$ cat src/rtl/quantum_gate_pipe_if.sv
// Request/response bundle between the gate controller, quantum_gate_pipe and the state register file.
// Both channels are valid/ready: a beat moves on the rising edge where valid && ready are both 1,
// the sender keeps valid and its data stable until that edge, and ready never looks at the same channel's valid.
interface quantum_gate_pipe_if #(
   parameter int W = 32
);
   logic         in_valid;
   logic         in_ready;
   logic [2:0]   in_gate;
   logic [W-1:0] in_a_re;
   logic [W-1:0] in_a_im;
   logic [W-1:0] in_b_re;
   logic [W-1:0] in_b_im;

   logic         out_valid;
   logic         out_ready;
   logic [W-1:0] out_a_re;
   logic [W-1:0] out_a_im;
   logic [W-1:0] out_b_re;
   logic [W-1:0] out_b_im;
   logic         out_ovf;
   logic         ovf_sticky;
   logic         clear_ovf;

   // Controller / register-file side.
   modport master (
      output in_valid, in_gate, in_a_re, in_a_im, in_b_re, in_b_im,
      output out_ready, clear_ovf,
      input  in_ready,
      input  out_valid, out_a_re, out_a_im, out_b_re, out_b_im, out_ovf, ovf_sticky
   );

   // Gate engine side.
   modport slave (
      input  in_valid, in_gate, in_a_re, in_a_im, in_b_re, in_b_im,
      input  out_ready, clear_ovf,
      output in_ready,
      output out_valid, out_a_re, out_a_im, out_b_re, out_b_im, out_ovf, ovf_sticky
   );
endinterface

$ cat src/rtl/quantum_gate_pipe.sv
// Two-stage single-qubit gate engine on complex Q(W-F).F amplitudes with saturation and overflow flags.
// Optional QGATE_STATS_EN adds gate_count: results accepted downstream whose gate was not I.
module quantum_gate_pipe #(
   parameter int W = 32,
   parameter int F = 16
) (
   input  logic clk,
   input  logic rst,
`ifdef QGATE_STATS_EN
   output logic [31:0] gate_count,
`endif
   quantum_gate_pipe_if.slave bus
);

   typedef enum logic [2:0] {
      G_I   = 3'b000,
      G_H   = 3'b001,
      G_X   = 3'b010,
      G_Z   = 3'b011,
      G_Y   = 3'b100,
      G_S   = 3'b101,
      G_T   = 3'b110,
      G_SDG = 3'b111
   } gate_t;

   typedef logic signed [W:0]     opnd_t;
   typedef logic signed [2*W+1:0] wide_t;

   // floor(2^F / sqrt2) == floor(sqrt(2^(2F-1))), found with an integer square root.
   function automatic logic [63:0] isqrt(input logic [63:0] n);
      logic [63:0] r;
      logic [63:0] t;
      r = '0;
      for (int b = 31; b >= 0; b--) begin
         t = r | (64'd1 << b);
         if (t * t <= n) r = t;
      end
      return r;
   endfunction

   localparam opnd_t K = opnd_t'(isqrt(64'd1 << (2*F-1)));

   // Clamp to W bits; returns {overflow, value}.
   function automatic logic [W:0] saturate(input wide_t v);
      logic [W+2:0] top;
      top = v[2*W+1:W-1];
      if (top == '0 || top == '1) return {1'b0, v[W-1:0]};
      else if (v[2*W+1])          return {1'b1, 1'b1, {(W-1){1'b0}}};
      else                        return {1'b1, 1'b0, {(W-1){1'b1}}};
   endfunction

   logic en;
   logic take;

   logic         out_valid_q;
   logic [W-1:0] res_q [4];
   logic         ovf_q;
   logic         sticky_q;

   // A stalled output freezes the whole pipe, so one enable serves both stages.
   assign en           = !out_valid_q || bus.out_ready;
   assign take         = bus.in_valid && en;
   assign bus.in_ready = en;

   // ---------------- stage 1: operand formation ----------------
   gate_t gate;
   opnd_t ar, ai, br, bi;
   opnd_t op_n [4];
   logic [3:0] mul_n;

   assign gate = gate_t'(bus.in_gate);
   assign ar   = opnd_t'($signed(bus.in_a_re));
   assign ai   = opnd_t'($signed(bus.in_a_im));
   assign br   = opnd_t'($signed(bus.in_b_re));
   assign bi   = opnd_t'($signed(bus.in_b_im));

   // Slot order is a_re, a_im, b_re, b_im; mul_n marks the slots scaled by K.
   always_comb begin
      op_n[0] = ar;
      op_n[1] = ai;
      op_n[2] = br;
      op_n[3] = bi;
      mul_n   = 4'b0000;
      case (gate)
         G_X: begin
            op_n[0] = br;
            op_n[1] = bi;
            op_n[2] = ar;
            op_n[3] = ai;
         end
         G_Z: begin
            op_n[2] = -br;
            op_n[3] = -bi;
         end
         G_H: begin
            op_n[0] = ar + br;
            op_n[1] = ai + bi;
            op_n[2] = ar - br;
            op_n[3] = ai - bi;
            mul_n   = 4'b1111;
         end
         G_Y: begin
            op_n[0] = bi;
            op_n[1] = -br;
            op_n[2] = -ai;
            op_n[3] = ar;
         end
         G_S: begin
            op_n[2] = -bi;
            op_n[3] = br;
         end
         G_SDG: begin
            op_n[2] = bi;
            op_n[3] = -br;
         end
         G_T: begin
            op_n[2] = br - bi;
            op_n[3] = br + bi;
            mul_n   = 4'b1100;
         end
         default: ;
      endcase
   end

   logic       s1_valid;
   opnd_t      s1_op [4];
   logic [3:0] s1_mul;

   always_ff @(posedge clk) begin
      if (rst) begin
         s1_valid <= 1'b0;
         s1_mul   <= 4'b0000;
         for (int k = 0; k < 4; k++) s1_op[k] <= '0;
      end else if (en) begin
         s1_valid <= take;
         if (take) begin
            s1_mul <= mul_n;
            for (int k = 0; k < 4; k++) s1_op[k] <= op_n[k];
         end
      end
   end

   // ---------------- stage 2: scale, shift, saturate ----------------
   wide_t        scaled [4];
   logic [W-1:0] res_n  [4];
   logic [3:0]   ovf_n;

   always_comb begin
      for (int k = 0; k < 4; k++) begin
         if (s1_mul[k]) scaled[k] = (wide_t'(s1_op[k]) * wide_t'(K)) >>> F;
         else           scaled[k] = wide_t'(s1_op[k]);
         {ovf_n[k], res_n[k]} = saturate(scaled[k]);
      end
   end

   always_ff @(posedge clk) begin
      if (rst) begin
         out_valid_q <= 1'b0;
         ovf_q       <= 1'b0;
         for (int k = 0; k < 4; k++) res_q[k] <= '0;
      end else if (en) begin
         out_valid_q <= s1_valid;
         ovf_q       <= s1_valid && (|ovf_n);
         if (s1_valid) begin
            for (int k = 0; k < 4; k++) res_q[k] <= res_n[k];
         end
      end
   end

   // A new overflowing result beats a simultaneous clear.
   always_ff @(posedge clk) begin
      if (rst)                              sticky_q <= 1'b0;
      else if (en && s1_valid && (|ovf_n))  sticky_q <= 1'b1;
      else if (bus.clear_ovf)               sticky_q <= 1'b0;
   end

   assign bus.out_valid  = out_valid_q;
   assign bus.out_a_re   = res_q[0];
   assign bus.out_a_im   = res_q[1];
   assign bus.out_b_re   = res_q[2];
   assign bus.out_b_im   = res_q[3];
   assign bus.out_ovf    = ovf_q;
   assign bus.ovf_sticky = sticky_q;

`ifdef QGATE_STATS_EN
   logic        s1_active;
   logic        out_active_q;
   logic [31:0] count_q;

   always_ff @(posedge clk) begin
      if (rst) begin
         s1_active    <= 1'b0;
         out_active_q <= 1'b0;
      end else if (en) begin
         if (take)     s1_active    <= (gate != G_I);
         if (s1_valid) out_active_q <= s1_active;
      end
   end

   always_ff @(posedge clk) begin
      if (rst)                                          count_q <= 32'd0;
      else if (bus.clear_ovf)                           count_q <= 32'd0;
      else if (out_valid_q && bus.out_ready && out_active_q) count_q <= count_q + 32'd1;
   end

   assign gate_count = count_q;
`endif

endmodule

$ cat src/flat_wrapper.sv
// flat-port wrapper written by rule: the top's interface ports become plain ports
module quantum_gate_pipe_flat 
#(
   parameter int W = 32,
   parameter int F = 16
)
  (clk, rst, bus_in_valid, bus_in_gate, bus_in_a_re, bus_in_a_im, bus_in_b_re, bus_in_b_im, bus_out_ready, bus_clear_ovf, bus_in_ready, bus_out_valid, bus_out_a_re, bus_out_a_im, bus_out_b_re, bus_out_b_im, bus_out_ovf, bus_ovf_sticky);
  quantum_gate_pipe_if #(.W(W)) bus_i ();
  input  logic clk;
  input  logic rst;
  input wire logic [$bits(bus_i.in_valid)-1:0] bus_in_valid;
  input wire logic [$bits(bus_i.in_gate)-1:0] bus_in_gate;
  input wire logic [$bits(bus_i.in_a_re)-1:0] bus_in_a_re;
  input wire logic [$bits(bus_i.in_a_im)-1:0] bus_in_a_im;
  input wire logic [$bits(bus_i.in_b_re)-1:0] bus_in_b_re;
  input wire logic [$bits(bus_i.in_b_im)-1:0] bus_in_b_im;
  input wire logic [$bits(bus_i.out_ready)-1:0] bus_out_ready;
  input wire logic [$bits(bus_i.clear_ovf)-1:0] bus_clear_ovf;
  output wire logic [$bits(bus_i.in_ready)-1:0] bus_in_ready;
  output wire logic [$bits(bus_i.out_valid)-1:0] bus_out_valid;
  output wire logic [$bits(bus_i.out_a_re)-1:0] bus_out_a_re;
  output wire logic [$bits(bus_i.out_a_im)-1:0] bus_out_a_im;
  output wire logic [$bits(bus_i.out_b_re)-1:0] bus_out_b_re;
  output wire logic [$bits(bus_i.out_b_im)-1:0] bus_out_b_im;
  output wire logic [$bits(bus_i.out_ovf)-1:0] bus_out_ovf;
  output wire logic [$bits(bus_i.ovf_sticky)-1:0] bus_ovf_sticky;
  assign bus_i.in_valid = bus_in_valid;
  assign bus_i.in_gate = bus_in_gate;
  assign bus_i.in_a_re = bus_in_a_re;
  assign bus_i.in_a_im = bus_in_a_im;
  assign bus_i.in_b_re = bus_in_b_re;
  assign bus_i.in_b_im = bus_in_b_im;
  assign bus_i.out_ready = bus_out_ready;
  assign bus_i.clear_ovf = bus_clear_ovf;
  assign bus_in_ready = bus_i.in_ready;
  assign bus_out_valid = bus_i.out_valid;
  assign bus_out_a_re = bus_i.out_a_re;
  assign bus_out_a_im = bus_i.out_a_im;
  assign bus_out_b_re = bus_i.out_b_re;
  assign bus_out_b_im = bus_i.out_b_im;
  assign bus_out_ovf = bus_i.out_ovf;
  assign bus_ovf_sticky = bus_i.ovf_sticky;
  quantum_gate_pipe #(.W(W), .F(F)) u_core (.clk(clk), .rst(rst), .bus(bus_i));
endmodule
$ cat config.mk
export PLATFORM = sky130hd
export DESIGN_NAME = quantum_gate_pipe_flat
export DESIGN_NICKNAME = d
export VERILOG_FILES = /design/src/rtl/quantum_gate_pipe_if.sv /design/src/rtl/quantum_gate_pipe.sv /design/src/flat_wrapper.sv
export SDC_FILE = /design/constraint.sdc
export NUM_CORES = 2
export LEC_CHECK = 0
export ABC_AREA = 1
export BUFFER_PORTS_ARGS = -buffer_cell sky130_fd_sc_hd__buf_2
export CORE_ASPECT_RATIO = 0.9
export CORE_MARGIN = 2
export CORE_UTILIZATION = 30
export DETAILED_ROUTE_END_ITERATION = 7
export PLACE_DENSITY_LB_ADDON = 0.12
export RECOVER_POWER = 25
export SLEW_MARGIN = 10
export SYNTH_ARGS = -nofsm -noshare
export SYNTH_HDL_FRONTEND = slang
export SYNTH_SLANG_ARGS = --single-unit
$ cat constraint.sdc
create_clock -name clk -period 19.5 [get_ports clk]
set_input_delay 0.975 -clock clk [delete_from_list [all_inputs] [get_ports clk]]
set_output_delay 0.975 -clock clk [all_outputs]
set_load 0.01 [all_outputs]
==> impl_metrics.xml <==
<?xml version="1.0" encoding="UTF-8"?>
<metrics>
  <group name="clock_network">
    <metric name="skew_pair_late_insertion_delay" unit="ps">650</metric>
    <metric name="root_buffer" unit="">sky130_fd_sc_hd__clkbuf_16</metric>
    <metric name="clockBufferDepth" unit="">3</metric>
    <metric name="clock_tree_from_tritoncts" unit="">done</metric>
    <metric name="cts_num_sinks" unit="">266</metric>
    <metric name="cts_max_level" unit="">2</metric>
    <metric name="cts_resized" unit="">0</metric>
    <metric name="holdBufCountCts" unit="">0</metric>
    <metric name="tritoncts.num_buffers" unit="">38</metric>
    <metric name="post-cts-setup-buffer-count" unit="">0</metric>
    <metric name="cts.reportedPaths.clkPinSlew" unit="ps">60</metric>
  </group>
  <group name="setup_path">
    <metric name="crit_arrival" unit="ps">7590</metric>
    <metric name="r2r_end" unit="">u_core.bus.ovf_sticky$_SDFFE_PP0P_</metric>
    <metric name="critical_path.max_fanout" unit="">22</metric>
    <metric name="cp_startpoint" unit="">u_core.s1_op[3][31]$_SDFFCE_PN0P_</metric>
    <metric name="timing.reg2reg.setup_slack" unit="ps">12420</metric>
    <metric name="critical_path_required" unit="ps">20020</metric>
    <metric name="max_stage_delay" unit="ps">760</metric>
    <metric name="crit_path_start_kind" unit="">register</metric>
    <metric name="reg2reg_depth" unit="">26</metric>
    <metric name="rr_startpoint" unit="">u_core.s1_op[3][31]$_SDFFCE_PN0P_</metric>
    <metric name="setup.worst_path.end" unit="">u_core.bus.ovf_sticky$_SDFFE_PP0P_</metric>
    <metric name="worst_path_max_delay_cell" unit="">sky130_fd_sc_hd__edfxtp_1</metric>
    <metric name="crit_type" unit="">reg -&gt; reg</metric>
    <metric name="timing.critical_path.to_type" unit="">register</metric>
    <metric name="timing.critical_path.mode_cell" unit="">sky130_fd_sc_hd__nand2_1</metric>
  </group>
  <group name="die">
    <metric name="core_region_area" unit="um^2">201000</metric>
    <metric name="dieHeight" unit="um">431</metric>
    <metric name="die_area" unit="um^2">206000</metric>
    <metric name="core.rowCount" unit="">156</metric>
    <metric name="pin_count" unit="">268</metric>
    <metric name="die_width" unit="um">478</metric>
    <metric name="floorplan.initialDensity" unit="">0.302</metric>
  </group>
  <group name="routing">
    <metric name="post_route_wl" unit="um">267000</metric>
    <metric name="detail-route-antenna-nets" unit="">0</metric>
    <metric name="drt_pass1_iterations" unit="">8</metric>
    <metric name="detail_route.drc_violations" unit="">0</metric>
    <metric name="detailroute.via_count" unit="">57700</metric>
    <metric name="drt-initial-drc-count" unit="">5493</metric>
    <metric name="via_per_inst" unit="">5.20</metric>
    <metric name="route.detailed.wl_per_inst" unit="um">24.1</metric>
  </group>
  <group name="sta">
    <metric name="report.final.setup_viol" unit="">0</metric>
    <metric name="hold_viol_final" unit="">0</metric>
    <metric name="clock_skew" unit="ps">26.6</metric>
    <metric name="worst-slew-pin-transition" unit="ps">4570</metric>
    <metric name="max_freq" unit="MHz">141</metric>
    <metric name="slew_violations" unit="">34</metric>
    <metric name="relSlewSlack" unit="">-2.08</metric>
    <metric name="timing.hold.ws" unit="ps">470</metric>
    <metric name="fin_crit" unit="ps">7080</metric>
    <metric name="fin_crit_share" unit="">0.363</metric>
    <metric name="setup-tns-final" unit="ps">0</metric>
    <metric name="rsz0062_at_grt" unit="">false</metric>
  </group>
  <group name="global_routing">
    <metric name="grt_first_pass_wirelength" unit="um">387000</metric>
    <metric name="pin_count_of_the_biggest_net_entering_global_routing" unit="">90</metric>
    <metric name="gr-total-overflow" unit="">0</metric>
    <metric name="vias_in_the_first_global_route" unit="">56500</metric>
    <metric name="grt_antenna_before_repair" unit="">81</metric>
    <metric name="global_route.usage.total" unit="">0.253</metric>
  </group>
  <group name="synth">
    <metric name="mappedNetlistArea" unit="um^2">60700</metric>
    <metric name="synthesis.instances" unit="">8257</metric>
    <metric name="mappedNetlistNets" unit="">9978</metric>
    <metric name="ys_ff_latch" unit="">266</metric>
    <metric name="synth_enable_flop_cells" unit="">260</metric>
    <metric name="yosys_warnings" unit="">0</metric>
    <metric name="ys_types" unit="">66</metric>
    <metric name="synth_top_flop_cell" unit="">sky130_fd_sc_hd__edfxtp_1</metric>
    <metric name="synth-async-reset-ratio" unit="">0</metric>
    <metric name="seq_area_frac_synth" unit="">0.131</metric>
    <metric name="postSynthAreaPerCell" unit="um^2">7.35</metric>
  </group>
  <group name="power">
    <metric name="peak_vdd_ir" unit="uV">106</metric>
    <metric name="power_density_over_the_cells" unit="nW/um^2">123</metric>
    <metric name="static_leakage_power" unit="nW">33.1</metric>
  </group>
  <group name="place">
    <metric name="port_buffers" unit="">267</metric>
    <metric name="gp_congestion" unit="">0.994</metric>
    <metric name="dp_hpwl" unit="um">222000</metric>
  </group>
  <group name="status">
    <metric name="outcome" unit="">finished, violations left</metric>
    <metric name="failed_checks" unit="">max-capacitance violations, max-slew violations</metric>
  </group>
  <group name="min_path">
    <metric name="hold_path.class" unit="">reg -&gt; reg</metric>
    <metric name="worst_hold_startpoint" unit="">u_core.bus.out_ovf$_SDFFE_PP0N_</metric>
  </group>
  <group name="job">
    <metric name="maxCapViolCount" unit="">1</metric>
  </group>
  <group name="final_layout">
    <metric name="layout_cells_sized_above_1" unit="">0.0490</metric>
    <metric name="layout-area-overhead-vs-synth" unit="%">8.84</metric>
    <metric name="final_net_count" unit="">10100</metric>
    <metric name="fill_cell_total_of_the_finished_layout" unit="">22100</metric>
  </group>
</metrics>
[sequential cells by signal, summed over array words and instances (netlist names)]
| register | cells |
|---|---|
| u_core.bus.out_valid | 1 |
| u_core.bus.ovf_sticky | 1 |
| u_core.s1_valid | 1 |
| u_core.s1_op | 132 |
| u_core.res_q | 128 |
| u_core.s1_mul | 2 |
| u_core.bus.out_ovf | 1 |
[synth_stat cells (all sizes together), types with 6 or more instances]
master	instances	area (um^2)
nand2	1622	6100
inv	1488	5590
ha	1071	13400
nor2	685	2630
a21oi	657	3290
fa	514	10300
o21ai	441	2210
nand3	438	2210
edfxtp	260	7810
clkbuf	188	707
nor3	99	532
or2	86	538
a221oi	78	683
xor2	78	683
buf	60	309
o21bai	56	420
o211ai	53	398
nand4	51	319
a31oi	49	307
nor4	45	328
o221ai	33	289
xnor2	26	228
a21o	22	165
o22ai	21	131
a41oi	19	166
a21boi	17	128
a211oi	16	120
o2111ai	11	96.3
clkinv	10	38.8
o31ai	10	75.1
a31o	9	78.8
o21a	9	67.6
dfxtp	6	120
[routing by layer]
layer	vias up	GRT usage	routed length [um]
met1	27700	0.365	127000
met4	18	0.0772	9270
met5	-	0	121
met2	2058	0.389	114000
met3	437	0.0342	17100
li1	27500	-	-
[area by class of cell]
class | instances | area (um^2) | share of cell area
Antenna cell | 18 | 45.0 | 0.000682
Clock buffer | 43 | 970 | 0.0147
Clock inverter | 25 | 339 | 0.00513
Inverter | 1498 | 5630 | 0.0851
Multi-Input combinational cell | 6245 | 46200 | 0.700
Sequential cell | 266 | 7930 | 0.120
Tap cell | 2686 | 3360 | 0.0509
Timing Repair Buffer | 317 | 1590 | 0.0240
[logic make-up (layout without fill, tap and decap cells)]
family                   Yosys count  count (layout)  synth area share
AO/OA/AOI/OAI                   1519            1519             0.145
XOR/XNOR                         104             104            0.0150
adder cells (fa/ha/maj)         1585            1585             0.390
buffers and inverters           1746            1883             0.109
flip-flops                       266             266             0.131
other                              0              18                 0
AND/OR/NAND/NOR                 3037            3037             0.210
[critical path: cells and delay by family (launching register included)]
family	cells	cell delay, ps
fa+ha+maj	7	2930
simple gates	13	1870
flops	1	760
buf+inv	3	710
compound gates	3	630
[report_power, final]
part           internal, mW  total (mW)  switching, mW
combinational          2.35        6.56           4.21
clock                 0.453       0.764          0.311
sequential            0.688       0.789          0.102
[worst min-delay path by stage]
stage                                        endpoint  depth (start not counted)
global placement      u_core.bus.out_ovf$_SDFFE_PP0N_                          2
detailed placement    u_core.bus.out_ovf$_SDFFE_PP0N_                          2
CTS                   u_core.bus.out_ovf$_SDFFE_PP0N_                          2
finish                u_core.bus.out_ovf$_SDFFE_PP0N_                          2
global route          u_core.bus.out_ovf$_SDFFE_PP0N_                          2
floorplan           u_core.bus.out_valid$_SDFFE_PP0N_                          2
[through the flow]
step / instance area [um^2] / setup slack, ps / util / instances / power (mW)
CTS: 66200 / 12420 / 0.329 / 11100 / 8.16
global placement: 64900 / 12430 / 0.323 / 11000 / 7.34
floorplan: 60700 / 8720 / - / 8257 / 5.46
detailed placement: 64900 / 12430 / 0.323 / 11000 / 7.30
global route: 66000 / 12040 / 0.329 / 11100 / 9.10
finish: 66100 / 12420 / 0.329 / 11100 / 8.11
[layout by cell type (no fill, tap or decap), drive strengths merged, types with 9 or more instances in the layout]
| master | instances |
|---|---|
| clkbuf | 174 |
| nand3 | 438 |
| diode | 18 |
| fa | 514 |
| o221ai | 33 |
| a211oi | 16 |
| o31ai | 10 |
| edfxtp | 260 |
| o21bai | 56 |
| nor3 | 99 |
| ha | 1071 |
| a221oi | 78 |
| nand2 | 1622 |
| a21oi | 657 |
| a41oi | 19 |
| o211ai | 53 |
| nor2 | 685 |
| o21a | 9 |
| a31oi | 49 |
| inv | 1493 |
| clkinv | 20 |
| nor4 | 45 |
| xor2 | 78 |
| a21boi | 17 |
| a21o | 22 |
| o22ai | 21 |
| o21ai | 441 |
| xnor2 | 26 |
| buf | 186 |
| or2 | 86 |
| nand4 | 51 |
| a31o | 9 |
| o2111ai | 11 |
No activity file was read; power rests on OpenSTA's default activity.
